**config.mk**
```make
export PLATFORM = sky130hd
export DESIGN_NAME = as6d_app_video_status_fwft_reader
export DESIGN_NICKNAME = d
export VERILOG_FILES = /design/src/rtl/as6d_app_video_status_fwft_reader.sv
export SDC_FILE = /design/constraint.sdc
export NUM_CORES = 1
export LEC_CHECK = 0
export BUFFER_PORTS_ARGS = -buffer_cell sky130_fd_sc_hd__buf_4
export CAP_MARGIN = 10
export CORE_MARGIN = 4
export CORE_UTILIZATION = 30
export CTS_BUF_LIST = sky130_fd_sc_hd__clkbuf_8
export CTS_CLUSTER_DIAMETER = 200
export DETAILED_ROUTE_END_ITERATION = 7
export HOLD_SLACK_MARGIN = 0.15
export PLACE_DENSITY = 0.49
export SLEW_MARGIN = 20
export SYNTH_ARGS = -nofsm -noshare
export SYNTH_HDL_FRONTEND = slang
export SYNTH_SLANG_ARGS = --single-unit
```
**constraint.sdc**
```tcl
create_clock -name clk -period 5.4 [get_ports clk]
set_input_delay 0.81 -clock clk [delete_from_list [all_inputs] [get_ports clk]]
set_output_delay 0.81 -clock clk [all_outputs]
set_load 0.005 [all_outputs]
```
**src/rtl/as6d_app_video_status_fwft_reader.sv**
```systemverilog
// as6d_app_video_status_fwft_reader
//
// Read-side consumer of the video status FWFT async FIFO, in the read clock
// domain. It pops one DATA_WIDTH status word and sends it as BEAT_NUM beats of
// BEAT_WIDTH bits on a valid/ready stream, LSB beat first. It pops only when the
// FIFO head is valid, so underflow cannot happen. When the downstream is always
// ready, the next word is popped on the last beat of the current word, so there
// is no idle cycle between words.
//
// Optional feature: define AS6D_STATUS_RD_STALL_CNT_EN to build a saturating
// backpressure stall counter. Without it, stall_cnt is tied to zero.
//
// Ports:
//   clk, rst            read clock; asynchronous active-high reset
//   clear               synchronous clear; overrides all other activity
//   fifo_rd_data        FWFT head word
//   fifo_rd_data_val    head word valid (FIFO not empty)
//   fifo_rd_en          pop strobe to the FIFO (combinational)
//   out_data/out_valid  beat stream toward the status register / DMA path
//   out_ready           downstream ready
//   out_first/out_last  beat 0 / beat BEAT_NUM-1 markers
//   busy                a word is held (state SEND)
//   word_cnt            words popped, wrapping
//   stall_cnt           cycles with out_valid & ~out_ready, saturating
module as6d_app_video_status_fwft_reader #(
  parameter int DATA_WIDTH = 102,
  parameter int BEAT_WIDTH = 34,
  parameter int BEAT_NUM   = DATA_WIDTH / BEAT_WIDTH,
  parameter int CNT_WIDTH  = 16
) (
  input  logic                  clk,
  input  logic                  rst,
  input  logic                  clear,
  input  logic [DATA_WIDTH-1:0] fifo_rd_data,
  input  logic                  fifo_rd_data_val,
  output logic                  fifo_rd_en,
  output logic [BEAT_WIDTH-1:0] out_data,
  output logic                  out_valid,
  input  logic                  out_ready,
  output logic                  out_first,
  output logic                  out_last,
  output logic                  busy,
  output logic [CNT_WIDTH-1:0]  word_cnt,
  output logic [CNT_WIDTH-1:0]  stall_cnt
);

  localparam int IDX_W = (BEAT_NUM > 1) ? $clog2(BEAT_NUM) : 1;
  localparam logic [IDX_W-1:0] LAST_IDX = IDX_W'(BEAT_NUM - 1);

  typedef enum logic {IDLE = 1'b0, SEND = 1'b1} state_t;

  state_t                state_reg, state_next;
  logic [IDX_W-1:0]      beat_idx_reg, beat_idx_next;
  logic [DATA_WIDTH-1:0] word_reg, word_next;
  logic [CNT_WIDTH-1:0]  word_cnt_reg, word_cnt_next;

  logic sending;
  logic at_last;
  logic pop;
  logic xfer;

  // Beat slices of the held word, beat 0 in the least significant bits.
  logic [BEAT_WIDTH-1:0] beats [BEAT_NUM];

  for (genvar gi = 0; gi < BEAT_NUM; gi++) begin : g_beat
    assign beats[gi] = word_reg[gi*BEAT_WIDTH +: BEAT_WIDTH];
  end

  assign sending = (state_reg == SEND);
  assign at_last = sending && (beat_idx_reg == LAST_IDX);
  assign xfer    = sending & out_ready;

  // Pop from IDLE, or on the accepted last beat so the next word follows
  // with no bubble. rst is included so no pop is signalled during reset.
  assign pop = fifo_rd_data_val & ~clear & ~rst & (~sending | (at_last & out_ready));

  always_comb begin
    state_next    = state_reg;
    beat_idx_next = beat_idx_reg;
    word_next     = word_reg;
    word_cnt_next = word_cnt_reg;
    if (clear) begin
      // A partly sent word is dropped; the word register content is irrelevant
      // once in IDLE because the outputs are gated by the state.
      state_next    = IDLE;
      beat_idx_next = '0;
      word_cnt_next = '0;
    end else if (pop) begin
      state_next    = SEND;
      beat_idx_next = '0;
      word_next     = fifo_rd_data;
      word_cnt_next = word_cnt_reg + CNT_WIDTH'(1);
    end else if (xfer) begin
      if (at_last) begin
        state_next    = IDLE;
        beat_idx_next = '0;
      end else begin
        beat_idx_next = beat_idx_reg + IDX_W'(1);
      end
    end
  end

  always_ff @(posedge clk or posedge rst) begin
    if (rst) begin
      state_reg    <= IDLE;
      beat_idx_reg <= '0;
      word_reg     <= '0;
      word_cnt_reg <= '0;
    end else begin
      state_reg    <= state_next;
      beat_idx_reg <= beat_idx_next;
      word_reg     <= word_next;
      word_cnt_reg <= word_cnt_next;
    end
  end

`ifdef AS6D_STATUS_RD_STALL_CNT_EN
  logic [CNT_WIDTH-1:0] stall_cnt_reg, stall_cnt_next;

  always_comb begin
    stall_cnt_next = stall_cnt_reg;
    if (clear) begin
      stall_cnt_next = '0;
    end else if (sending && !out_ready && !(&stall_cnt_reg)) begin
      stall_cnt_next = stall_cnt_reg + CNT_WIDTH'(1);
    end
  end

  always_ff @(posedge clk or posedge rst) begin
    if (rst) begin
      stall_cnt_reg <= '0;
    end else begin
      stall_cnt_reg <= stall_cnt_next;
    end
  end

  assign stall_cnt = stall_cnt_reg;
`else
  assign stall_cnt = '0;
`endif

  assign fifo_rd_en = pop;
  assign out_valid  = sending;
  assign busy       = sending;
  assign out_first  = sending && (beat_idx_reg == '0);
  assign out_last   = at_last;
  assign out_data   = sending ? beats[beat_idx_reg] : '0;
  assign word_cnt   = word_cnt_reg;

endmodule

```
After elaboration in Yosys (flattened, before gate mapping)
Index checks and enable logic that the tools add are counted.
{"block": "classes", "n_mux": 14, "n_bitwise": 10, "n_eq_ne": 1, "n_lt_le_gt_ge": 1, "add_sub_neg": 2, "n_reduce_logical": 8}
{"cell": "two-way mux 34 bit", "n": 3}
{"cell": "binary-select mux 34 bit (select 2 bit)", "n": 1}
{"cell": "two-way mux 16 bit", "n": 2}
{"cell": "adder 16 x 1 -> 16 bit, second input constant", "n": 1}
{"cell": "two-way mux 2 bit", "n": 4}
{"cell": "nonzero test 3 bit", "n": 2}
{"cell": "bitwise AND 1 bit", "n": 5}
{"cell": "two-way mux 1 bit", "n": 4}
{"cell": "AND reduction 2 bit", "n": 2}
{"cell": "greater-or-equal comparator 3 bit, second input constant", "n": 1}
{"cell": "NOT 1 bit", "n": 3}
{"cell": "NOT 2 -> 3 bit", "n": 1}
{"cell": "adder 2 x 1 -> 2 bit, second input constant", "n": 1}
{"cell": "equality test 2 bit, second input constant", "n": 1}
{"cell": "logical AND 1 bit", "n": 2}
{"cell": "zero test 2 bit", "n": 1}
{"cell": "nonzero test 2 bit", "n": 1}
{"cell": "OR 1 bit", "n": 1}
{"block": "totals", "word_cells": 40, "output_inout_bits": 71, "reg_bits": 121, "in_bits": 107}

Logic depth before layout (Yosys ltp)
{"block": "logic_depth", "ltp_word": 7, "mapped_depth": 9}

Worst setup path before layout
OpenSTA, ideal clock, no wires.
{"block": "synth_path", "path_type": "input port to output port", "start": "input port clear", "end": "output port fifo_rd_en", "arrival_time_ns": 1.978, "cell_stages": 6, "t_required_ns": 4.590, "setup_slack_ns": 2.612, "cell_sequence": "buf_6 or3b_1 buf_2 a21o_4 inv_2 clkbuf_1"}
{"block": "synth_via", "elab_chain_cells": 4}
{"element": "from (decl)", "line": "33", "rtl": "input logic clear,"}
{"element": "NOT 1 bit (no line)"}
{"element": "bitwise AND 1 bit (3 in a row)", "line": "75", "rtl": "assign pop = fifo_rd_data_val & ~clear & ~rst & (~sending | (at_last & out_ready));"}
{"element": "to (decl)", "line": "36", "rtl": "output logic fifo_rd_en,"}
Every way passes these cells.

Worst setup path after layout
Ends and elaborated chain as after synthesis.

==> metrics.yaml <==
p_int_uw: 1720
die_h_um: 148
grt_max_degree: 77
antenna_found_initial: 0
end_kind: "output pin"
fill_cells: 2064
syn_inst: 709
grt_remaining_overflow: 0
cts-htree-levels: 4
drtAntennaViolNets: 0
postLayoutCellArea_um2: 7650
rsz0062_at_grt: "no"
yosysUniqueCellTypes: 38
final.min_clock_period_ns: 3.55
cts_tree: "yes"
via_per_inst: 4.45
yosysMostFrequentCell: "nand2_1"
clkSinkCount: 121
cts-hold-fix-buffers: 0
tightest_slew_ns: 1.03
ys_seq_area_share_pct: 51.5
synthFlopType: "dfrtp_1"
crit_fanout: 47
clk_latency_ns: 0.44
switchingPower_uw: 624
vdd_drop_max_v: 0.000141
max_cap_violations: 0
cts-buffers-inserted: 17
drt_pass1_iterations: 4
initial_core_util_pct: 30.9
cts.clk_slew.worst_paths_ns: 0.08
syn_to_final_growth_pct: 30.0
rows: 50
cts_resized: 0
synthArstFlopShare_pct: 100
netlist.area_leader.share_pct: 51.5
fin_crit_sh_pct: 65.8
pwr-share-clk_pct: 36.3
setup-tns-final_ns: 0
cts_buffer_depth: 2
multi_input_area_um2: 2590
n_antenna_cell: 0
p_sw_share_pct: 26.7
coreArea_um2: 19000
pin_count: 178
wl_mm: 17.0
max_freq_mhz: 282
seq_area_um2: 3030
synth.largest_area_cell: "dfrtp_1"
dpl_cell_area_um2: 7220
combPwrFrac_pct: 15.7
track_usage_pct: 15.8
largest_reg_flops: 102
gp_congestion: 0.721
setup_viol: 0
status: "completed"
netlist_top_cells_count: "nand2_1 (353), dfrtp_1 (121), o21ai_0 (37)"
io_buffers: 161
slew_headroom_pct: 30.9
syn_avg_cell_area_um2: 8.30
cts_setup_buffers: 0
synthTopCellsByArea: "dfrtp_1 (51%), nand2_1 (23%), mux2i_1 (6.1%)"
start_kind: "input port"
via_count: 5005
p_per_area_nw_per_um2: 306
synth-seq-cells: 121
crit_type: "input port to output pin"
dieArea_um2: 21900
grt_pass1_vias: 5165
drive_gt1_share_pct: 23.8
clock-root-buffer: "clkbuf_8"
place.detailed.hpwl_mm: 11.0
syn_area_um2: 5880
die_w_um: 148
route.detailed.drc: 0
min_path_type: "input port to async pin"
p_leak_uw: 0.00387
final_hold_viol_count: 0
cp.arrival_ns: 2.74
synth_warnings: 0
drv_slew: 0
drt-initial-drc-count: 267
cp.required_ns: 4.59
wl_per_cell_um: 15.1
grt_pass1_wl_mm: 27.3
power_frac_seq_pct: 47.9
fin_nets: 959
skew_ns: 0.0146
synth-edff-count: 0
[final cells by class]
type	count	area share [%]
multi-input combinational	540	33.9
clock buffer	24	4.32
inverter	3	0.196
sequential	121	39.6
clock inverter	8	1.19
tap	260	4.25
timing repair buffer	168	16.5
[path summary, 6_finish.rpt]
| kind | from | to | slack (ns) | cells past startpoint |
|---|---|---|---|---|
| max | clear | fifo_rd_en | 1.85 | 5 |
| min | rst | word_cnt[4] | 0.43 | 2 |
| max reg2reg | busy | word_reg[45] | 2.54 | 6 |
| min reg2reg | word_reg[18] | word_reg[18] | 0.47 | 2 |
| max in group asynchronous | rst | word_reg[15] | 3.97 | 3 |
| min in group clk | word_reg[18] | word_reg[18] | 0.47 | 2 |
[placed cells by master, fill, tap and decap left out, types with 8 or more instances in the layout]
master      n
mux2i_1    36
nand2_1   353
clkbuf_8   24
and2_1     35
nand3_1     8
a21oi_1    10
buf_4     168
conb_1     16
o21ai_0    37
dfrtp_1   120
[power groups by stage]
stage	clock [uW]	sequential, uW	combinational, uW
after floorplan	0	1120	231
after global placement	0	1130	373
after detailed placement	0	1140	377
after CTS	880	1120	378
after global routing	922	1140	433
final	850	1120	368
[logic make-up (layout without fill, tap and decap cells)]
| family | after synthesis | count (layout) | share of synthesized area (%) |
|---|---|---|---|
| buf+inv | 63 | 203 | 5.51 |
| compound gates | 60 | 60 | 5.96 |
| xor+xnor | 2 | 2 | 0.298 |
| simple gates | 423 | 423 | 30.0 |
| mux | 38 | 38 | 6.51 |
| flops | 121 | 121 | 51.5 |
| other cells | 1 | 16 | 0.0638 |
| fa+ha+maj | 1 | 1 | 0.213 |
[metal layers]
| metal | track usage (%) | vias to the layer above | share of wire, % |
|---|---|---|---|
| li1 | - | 2521 | - |
| met1 | 21.9 | 2341 | 48 |
| met2 | 24.5 | 130 | 46 |
| met3 | 4.45 | 13 | 5.4 |
| met4 | 3.70 | 0 | 0.88 |
| met5 | 0 | - | 0 |
[worst max-delay path, cell delays in order]
cell      delay, ns
buf_4          0.20
or3b_1         0.28
a21o_4         0.43
clkinv_2       0.63
buf_4          0.35
[stage by stage]
step           power [uW]  worst slack [ns]  cells  util (%)  hold slack (ns)
6_report             2340              1.85   1124      40.2            0.432
5_1_grt              2490              1.63   1124      40.2            0.469
4_1_cts              2380              1.78   1124      40.2            0.439
3_5_place_dp         1510              1.81   1092      38.0            0.462
3_3_place_gp         1510              1.84   1092      38.0            0.457
2_1_floorplan        1350              1.38    724         -            0.445
No activity file was read; power rests on OpenSTA's default activity.
